<file path="config.mk">
export PLATFORM = sky130hd
export DESIGN_NAME = result_reader4
export DESIGN_NICKNAME = d
export VERILOG_FILES = /design/src/rtl/result_reader4.sv
export SDC_FILE = /design/constraint.sdc
export NUM_CORES = 1
export LEC_CHECK = 0
export ABC_CLOCK_PERIOD_IN_PS = 2000
export CAP_MARGIN = 20
export CORE_MARGIN = 2
export CORE_UTILIZATION = 45
export DETAILED_ROUTE_END_ITERATION = 8
export GPL_ROUTABILITY_DRIVEN = 0
export PLACE_DENSITY = 0.85
export SYNTH_ARGS = -nofsm -noshare
export SYNTH_HDL_FRONTEND = slang
export SYNTH_SLANG_ARGS = --single-unit
</file>
<file path="constraint.sdc">
create_clock -name clk -period 2 [get_ports clk]
set_input_delay 0.4 -clock clk [delete_from_list [all_inputs] [get_ports clk]]
set_output_delay 0.4 -clock clk [all_outputs]
set_load 0.02 [all_outputs]
</file>
<file path="src/rtl/result_reader4.sv">
// ----------------------------------------------------------------------------
// result_reader4
// Read side of the FC1 result storage. The block walks a requested number of
// packed BRAM rows and streams each row out as narrow elements over a
// valid/ready handshake. Lanes leave most-significant first.
//
// Ports
//   clk, reset_n          clock (rising edge), asynchronous active-low reset
//   start_i, num_rows_i   job request; sampled only while idle
//   addr_b_o, ce_b_o      BRAM read address / chip enable
//   we_b_o, d_b_o         BRAM write port, tied off (read-only client)
//   q_b_i                 BRAM read data, valid one cycle after ce_b_o
//   data_o, valid_o,      element stream towards the next layer's data mover
//   ready_i, last_o
//   busy_o, done_o        job status; done_o pulses once per completed job
// ----------------------------------------------------------------------------
module result_reader4 #(
    parameter int DWIDTH         = 32,
    parameter int AWIDTH         = 2,
    parameter int OUT_DATA_WIDTH = 8
) (
    input  logic                      clk,
    input  logic                      reset_n,
    input  logic                      start_i,
    input  logic [AWIDTH:0]           num_rows_i,
    output logic [AWIDTH-1:0]         addr_b_o,
    output logic                      ce_b_o,
    output logic                      we_b_o,
    output logic [DWIDTH-1:0]         d_b_o,
    input  logic [DWIDTH-1:0]         q_b_i,
    output logic [OUT_DATA_WIDTH-1:0] data_o,
    output logic                      valid_o,
    input  logic                      ready_i,
    output logic                      last_o,
    output logic                      busy_o,
    output logic                      done_o
);

    localparam int LANES = DWIDTH / OUT_DATA_WIDTH;
    localparam int LW    = (LANES > 1) ? $clog2(LANES) : 1;

    localparam logic [LW-1:0]   LANE_ZERO = {LW{1'b0}};
    localparam logic [LW-1:0]   LANE_ONE  = LW'(1);
    localparam logic [LW-1:0]   LAST_LANE = LW'(LANES - 1);
    localparam logic [AWIDTH:0] ROW_ZERO  = {(AWIDTH+1){1'b0}};
    localparam logic [AWIDTH:0] ROW_ONE   = (AWIDTH+1)'(1);
    localparam logic [AWIDTH:0] MAX_ROWS  = (AWIDTH+1)'(2**AWIDTH);

    typedef enum logic [2:0] {
        S_IDLE  = 3'd0,
        S_READ  = 3'd1,
        S_LATCH = 3'd2,
        S_EMIT  = 3'd3,
        S_DONE  = 3'd4
    } state_t;

    // Lane 0 is the most-significant slice of the row.
    function automatic logic [OUT_DATA_WIDTH-1:0] lane_sel(
        input logic [DWIDTH-1:0] row,
        input logic [LW-1:0]     lane
    );
        logic [DWIDTH-1:0] shifted;
        shifted  = row << (OUT_DATA_WIDTH * int'(lane));
        lane_sel = shifted[DWIDTH-1 -: OUT_DATA_WIDTH];
    endfunction

    state_t                    r_state;
    logic [AWIDTH:0]           r_row_cnt;
    logic [AWIDTH:0]           r_rows_total;
    logic [LW-1:0]             r_lane;
    logic [DWIDTH-1:0]         r_buf;
    logic                      r_ce;
    logic [OUT_DATA_WIDTH-1:0] r_data;
    logic                      r_valid;
    logic                      r_last;
    logic                      r_busy;
    logic                      r_done;

    logic [AWIDTH:0]           w_rows_clamp;
    logic [AWIDTH:0]           w_row_next;
    logic [LW-1:0]             w_lane_next;
    logic                      w_on_last_row;

    // Requests beyond the memory depth are clamped to the whole memory.
    assign w_rows_clamp  = (num_rows_i > MAX_ROWS) ? MAX_ROWS : num_rows_i;
    assign w_row_next    = r_row_cnt + ROW_ONE;
    assign w_lane_next   = r_lane + LANE_ONE;
    assign w_on_last_row = (r_row_cnt == (r_rows_total - ROW_ONE));

    // The address simply tracks the row counter in every state.
    assign addr_b_o = r_row_cnt[AWIDTH-1:0];
    assign ce_b_o   = r_ce;
    assign we_b_o   = 1'b0;
    assign d_b_o    = {DWIDTH{1'b0}};
    assign data_o   = r_data;
    assign valid_o  = r_valid;
    assign last_o   = r_last;
    assign busy_o   = r_busy;
    assign done_o   = r_done;

    // Job FSM; every output is registered and set on the transition into the
    // state that owns it, so the outputs line up with the state cycle.
    always_ff @(posedge clk or negedge reset_n) begin
        if (!reset_n) begin
            r_state      <= S_IDLE;
            r_row_cnt    <= ROW_ZERO;
            r_rows_total <= ROW_ZERO;
            r_lane       <= LANE_ZERO;
            r_buf        <= {DWIDTH{1'b0}};
            r_ce         <= 1'b0;
            r_data       <= {OUT_DATA_WIDTH{1'b0}};
            r_valid      <= 1'b0;
            r_last       <= 1'b0;
            r_busy       <= 1'b0;
            r_done       <= 1'b0;
        end else begin
            case (r_state)
                S_IDLE: begin
                    if (start_i) begin
                        r_rows_total <= w_rows_clamp;
                        r_row_cnt    <= ROW_ZERO;
                        r_busy       <= 1'b1;
                        if (w_rows_clamp == ROW_ZERO) begin
                            r_state <= S_DONE;
                            r_done  <= 1'b1;
                        end else begin
                            r_state <= S_READ;
                            r_ce    <= 1'b1;
                        end
                    end else begin
                        r_state <= S_IDLE;
                    end
                end
                S_READ: begin
                    r_state <= S_LATCH;
                    r_ce    <= 1'b0;
                end
                S_LATCH: begin
                    // Read data is present this cycle; the first lane goes
                    // straight to the output register.
                    r_buf   <= q_b_i;
                    r_lane  <= LANE_ZERO;
                    r_data  <= lane_sel(q_b_i, LANE_ZERO);
                    r_valid <= 1'b1;
                    r_last  <= (LAST_LANE == LANE_ZERO) && w_on_last_row;
                    r_state <= S_EMIT;
                end
                S_EMIT: begin
                    if (ready_i) begin
                        if (r_lane == LAST_LANE) begin
                            r_valid   <= 1'b0;
                            r_last    <= 1'b0;
                            r_lane    <= LANE_ZERO;
                            r_row_cnt <= w_row_next;
                            if (w_row_next < r_rows_total) begin
                                r_state <= S_READ;
                                r_ce    <= 1'b1;
                            end else begin
                                r_state <= S_DONE;
                                r_done  <= 1'b1;
                            end
                        end else begin
                            r_lane <= w_lane_next;
                            r_data <= lane_sel(r_buf, w_lane_next);
                            r_last <= (w_lane_next == LAST_LANE) && w_on_last_row;
                        end
                    end else begin
                        // Not accepted: hold the element stable.
                        r_state <= S_EMIT;
                    end
                end
                S_DONE: begin
                    r_done  <= 1'b0;
                    r_busy  <= 1'b0;
                    r_state <= S_IDLE;
                end
                default: begin
                    r_state <= S_IDLE;
                    r_ce    <= 1'b0;
                    r_valid <= 1'b0;
                    r_last  <= 1'b0;
                    r_busy  <= 1'b0;
                    r_done  <= 1'b0;
                end
            endcase
        end
    end

endmodule

</file>
; ---- Word-level counts from Yosys, hierarchy flattened
; Index checks and enable logic that the tools add are counted.
[classes]
magnitude_cmp = 2
bitwise_logic = 4
add_sub_neg = 3
n_reduce_logical = 18
muxes = 37
shift = 1
multipliers = 0
eq_ne = 16
div_mod_pow = 0
[ops]
columns = op, count
row1 = 32-bit by 5-bit << shifter with 32-bit output, 1
row2 = 3-bit 2-to-1 mux, 9
row3 = 8-bit 2-to-1 mux, 2
row4 = "2-bit inequality test, second input constant", 8
row5 = 8-bit case mux with 2 select lines, 1
row6 = 1-bit 2-to-1 mux, 15
row7 = 3-bit case mux with 4 select lines, 1
row8 = 6-bit AND reduction, 2
row9 = 1-bit case mux with 3 select lines, 3
row10 = 2-bit AND reduction, 4
row11 = "3-bit by 2-bit equality test with 1-bit output, second input constant", 2
row12 = 3-bit zero test, 2
row13 = 3-bit case mux with 2 select lines, 1
row14 = 3-bit AND reduction, 2
row15 = 3-bit OR reduction, 2
row16 = "2-bit equality test, second input constant", 2
row17 = 2-bit 2-to-1 mux, 2
row18 = 1-bit inverter, 4
row19 = 1-bit case mux with 2 select lines, 2
row20 = 2-bit case mux with 2 select lines, 1
row21 = 4-bit AND reduction, 1
row22 = 2-bit nonzero test, 2
row23 = 2-bit OR reduction, 2
row24 = "3-bit by 1-bit adder with 3-bit output, second input constant", 1
row25 = 9 further kinds, 9
[word_totals]
ramBits = 0
reg_bits = 56
latch_bits = 0
rom_bits = 0
output_inout_bits = 48
mem_count = 0

; ---- Logic depth before layout (Yosys ltp)
[depth]
ltp_word = 6
depth_mapped = 7

; ---- Least setup slack after synthesis
; Ideal clock, no wire load.
[synth_path]
kind = register to register
start = reg r_lane[0]
end = reg r_data[0] (netlist: data_o[0])
path_buffers = 2
path_stages_with_launch = 8
setup_slack_ns = 0.230
setup_time_ns = 0.126
required_time_ns = 1.874
synth_period_minus_slack_ns = 1.770
arrival_ns = 1.644
cell_sequence = dfrtp_1 -> buf_4 -> inv_1 -> ha_1 -> clkbuf_1 -> mux4_2 -> nand2_1 -> a31oi_1
[synth_between]
elab_chain_cells = 5
[synth_rtl]
columns = element, line
row1 = start: declaration, 70  ; logic [LW-1:0] r_lane;
row2 = start signal: assignment, 163  ; r_lane <= w_lane_next;
row3 = 2-bit by 1-bit adder with 2-bit output, 87  ; assign w_lane_next = r_lane + LANE_ONE;
row4 = 32-bit by 5-bit << shifter with 32-bit output, 63  ; shifted = row << (OUT_DATA_WIDTH * int'(lane));
row5 = 8-bit 2-to-1 mux, 150  ; if (r_lane == LAST_LANE) begin
row6 = 8-bit 2-to-1 mux, 149  ; if (ready_i) begin
row7 = 8-bit case mux with 2 select lines, 117  ; case (r_state)
row8 = end signal: assignment, 111  ; r_data <= {OUT_DATA_WIDTH{1'b0}};
row9 = end signal: assignment, 143  ; r_data <= lane_sel(q_b_i, LANE_ZERO);
row10 = end signal: assignment, 164  ; r_data <= lane_sel(r_buf, w_lane_next);
row11 = end: declaration, 73  ; logic [OUT_DATA_WIDTH-1:0] r_data;
; Several ways; a longest one is shown, not always the timed one. The select of a mux whose other input is x is not followed.
; A chain may end at the register's enable or synchronous reset.

; ---- Final worst setup path
[layout_path]
start = reg r_row_cnt[0]
end = reg r_ce (netlist: ce_b_o)
[layout_between]
elab_chain_cells = 4
[layout_rtl]
columns = element, line
row1 = start: declaration, 68  ; logic [AWIDTH:0] r_row_cnt;
row2 = start signal: assignment, 154  ; r_row_cnt <= w_row_next;
row3 = 3-bit by 1-bit adder with 3-bit output, 86  ; assign w_row_next = r_row_cnt + ROW_ONE;
row4 = 3-bit < comparator, 155  ; if (w_row_next < r_rows_total) begin
row5 = 2-bit inequality test (no line), n/a
row6 = 6-bit AND reduction (no line), n/a
row7 = end signal: assignment, 110  ; r_ce <= 1'b0;
row8 = end signal: assignment, 157  ; r_ce <= 1'b1;
row9 = end signal: assignment, 179  ; r_ce <= 1'b0;
row10 = end: declaration, 72  ; logic r_ce;
; Every way passes these cells.

==> metrics.md <==
| Metric | Value |
|---|---|
| Power density of the placed cells | 1637 mW/mm^2 |
| Via count | between 1500 and 2000 |
| Primary FF master, synth | dfrtp_1 |
| Largest net degree at the start of global routing | 37 |
| Yosys warns | 0 |
| CTS clk-pin slew, worst paths | around 100 ps |
| CP startpoint kind | flip-flop |
| Total gr overflow | 0 |
| Antenna diode count | 0 |
| CP required | 2190 ps |
| Crit path max-delay family | adder cells |
| Number of CTS-inserted buffers | 5 |
| Clock Latency Late Sink | 300 ps |
| Post-synth ARST share | 100.0% |
| Die H | ~87 microns |
| Die Area | 0.007509 sq mm |
| Layout Nets | 356 |
| EDFF count, synth | 0 |
| Syn avg cell area | 12.20 sq um |
| Top cells by area, synth | dfrtp_1, mux2_4, buf_4, mux4_2, ha_1 |
| Most common cell in the netlist | dfrtp_1 |
| Post-Route WL | ~5700 microns |
| Dpl hpwl | 4262 microns |
| Final setup fails | 0 |
| Setup TNS | 0 ps |
| Status | completed |
| Crit-path slowest cell | dfrtp_1 |
| Post-Syn Instances | 252 |
| Yosys cell types | 45 |
| Bufs and invs on worst path | 1 |
| WL/cell | between 10 and 15 microns |
| 1st-iter DRT viols | 108 |
| Residual DRC | 0 |
| Initial antenna violation count | 0 |
| TritonCTS sink count | 56 |
| Vias in the first global route | between 1500 and 2000 |
| IO Count | 87 |
| CP max FO | 4 |
| H-tree levels | 2 |
| Final Hold Vio Count | 0 |
| Starting Density | 45.75% |
| FP Rows | 30 |
| Post-Syn Area | 0.003074 sq mm |
| Routed Antenna Nets | 0 |
| Fraction of layout cells with a size suffix above 1 | 20.58% |
| Leading area contributor after synthesis | dfrtp_1 |
| Fmax | 551.4 MHz |
| Commonest cells post-synth | dfrtp_1, buf_4, mux2_4 |
| RSZ-0062 raised after global routing | false |
| Fin crit period | 1814 ps |
| Chip Width | about 87 microns |
| Sequential element share of the synthesized area | 45.58% |
| Synthesized flop and latch total | 56 |
| # port buffers | 53 |
| Crit path top cell by count | ha_1 |
| Worst path depth | 7 |
| Slew Viols, Final | 0 |
| Setup Skew | 9.091 ps |
| Gr usage total | about 16% |
| Power consumption | 6.002 mW |
| HP Class | in2async |
| Post-CTS resize count | 0 |
| Worst VDD drop | 0.7090 mV |
| CTS tree | yes |
| Max incr delay on CP | 430 ps |
| Post-synth top area share | 45.58% |
| Period utilisation layout | between 90% and 100% |
| Endpoint class of the critical path | flip-flop |
| Max Cap Viol | 0 |
| Global-route wire length before repair | 9273 microns |
| DR vias/cell | 4.995 |
| CTS Buffer Depth | 2 |
| CP Cell Sequence | ha_1 -> ha_1 -> nor2b_1 -> o21ai_0 -> buf_4 -> a311oi_1 -> nor2_1 |
| CTS root buffer | clkbuf_8 |
| Worst r2r path cells | 7 |
| Core area | 0.006719 sq mm |
| Area Overhead vs Synth | 19.29% |
| Kind of critical path | reg2reg |
| Drt first pass iters | 4 |
| Lkg Pwr | 1.696 nW |
| Worst Path Arrival | ~2000 ps |
-- logic make-up (layout without fill, tap and decap cells) --
| family | after synthesis | count (layout) | synth area share (%) |
|---|---|---|---|
| xor gates and xnor gates | 4 | 4 | 1.140 |
| muxes | 42 | 42 | 21.61 |
| AOI/OAI and AO/OA | 33 | 33 | 7.530 |
| buffers and inverters | 54 | 81 | 12.45 |
| adders and majority gates | 7 | 7 | 2.849 |
| other | 1 | 33 | 0.1220 |
| and+or+nand+nor | 55 | 55 | 8.710 |
| DFF | 56 | 56 | 45.58 |
-- final timing paths --
kind                                          start                     endpoint  slack, ps
max in group asynchronous                   reset_n  r_rows_total[1]$_DFFE_PN0P_       1080
max reg2reg                r_row_cnt[0]$_DFFE_PN0P_           ce_b_o$_DFFE_PN0P_        190
min reg2reg                      last_o$_DFFE_PN0P_           last_o$_DFFE_PN0P_        490
max                        r_row_cnt[0]$_DFFE_PN0P_           ce_b_o$_DFFE_PN0P_        190
min                                         reset_n        r_buf[18]$_DFFE_PN0P_        390
min in group clk                 last_o$_DFFE_PN0P_           last_o$_DFFE_PN0P_        490
-- sequential cells by signal, indices dropped and copies added (netlist names) --
signal	flops
r_buf	32
data_o	8
r_row_cnt	3
r_rows_total	3
r_state	3
r_lane	2
busy_o	1
ce_b_o	1
done_o	1
last_o	1
valid_o	1
-- what timing repair did --
item | CTS | global route
endpoints found under the hold margin | 1 | 0
hold buffers | 1 | 0
buffers inserted | 0 | 0
-- metrics by stage --
| stage | setup WS [ps] | hold slack, ps | instances | util, % | instance area (sq um) |
|---|---|---|---|---|---|
| 2_1_floorplan | 229.5 | 104.4 | 284 | - | 3194 |
| 6_report | 186.4 | 394.0 | 391 | 54.58 | 3667 |
| 4_1_cts | 175.5 | 386.9 | 391 | 54.58 | 3667 |
| 5_1_grt | 103.1 | 411.4 | 391 | 54.58 | 3667 |
| 3_5_place_dp | 76.83 | 190.9 | 382 | 53.07 | 3566 |
| 3_3_place_gp | 152.2 | 190.4 | 382 | 53.07 | 3566 |
-- worst register-to-register path: cells and delay by family, from the launching register on --
family	cells	cell delay, ps
adder cells (fa/ha/maj)	2	600
flip-flops	1	430
AO/OA/AOI/OAI	2	340
AND/OR/NAND/NOR	2	190
buffers and inverters	1	150
-- area by class of cell --
type / instances / area (sq um)
fill: 576 / 3052
clock buffer: 5 / 68.82
inverter: 7 / 26.28
tap: 80 / 100.1
timing repair buffer: 66 / 638.1
multi-input combinational: 174 / 1410
sequential: 56 / 1401
clock inverter: 3 / 22.52
-- routing by layer --
metal	share of wire, %	GRT usage (%)	up-vias
met5	0	0	-
met4	2.4	6.108	0
met3	3.8	3.143	11
li1	-	-	931
met1	43	19.85	950
met2	51	27.34	61
-- power by group --
group	total (mW)	internal, mW	switching (mW)
logic	3.35	1.80	1.54
registers	2.04	1.70	0.334
clock network	0.617	0.252	0.365
-- cells in the final DEF (no fill, tap or decap), types with 4 or more instances in the layout --
| master | synthesis | layout |
|---|---|---|
| a21oi_1 | 4 | 4 |
| a31oi_1 | 9 | 9 |
| buf_4 | 37 | 11 |
| clkbuf_8 | 0 | 5 |
| clkdlybuf4s50_1 | 0 | 52 |
| conb_1 | 1 | 33 |
| dfrtp_1 | 56 | 56 |
| ha_1 | 7 | 7 |
| inv_1 | 6 | 6 |
| mux2_1 | 5 | 5 |
| mux2_4 | 27 | 27 |
| mux4_2 | 8 | 8 |
| nand2_1 | 23 | 23 |
| nor2_1 | 11 | 11 |
| o21ai_0 | 5 | 5 |
Power figures use the tool's default switching activity.
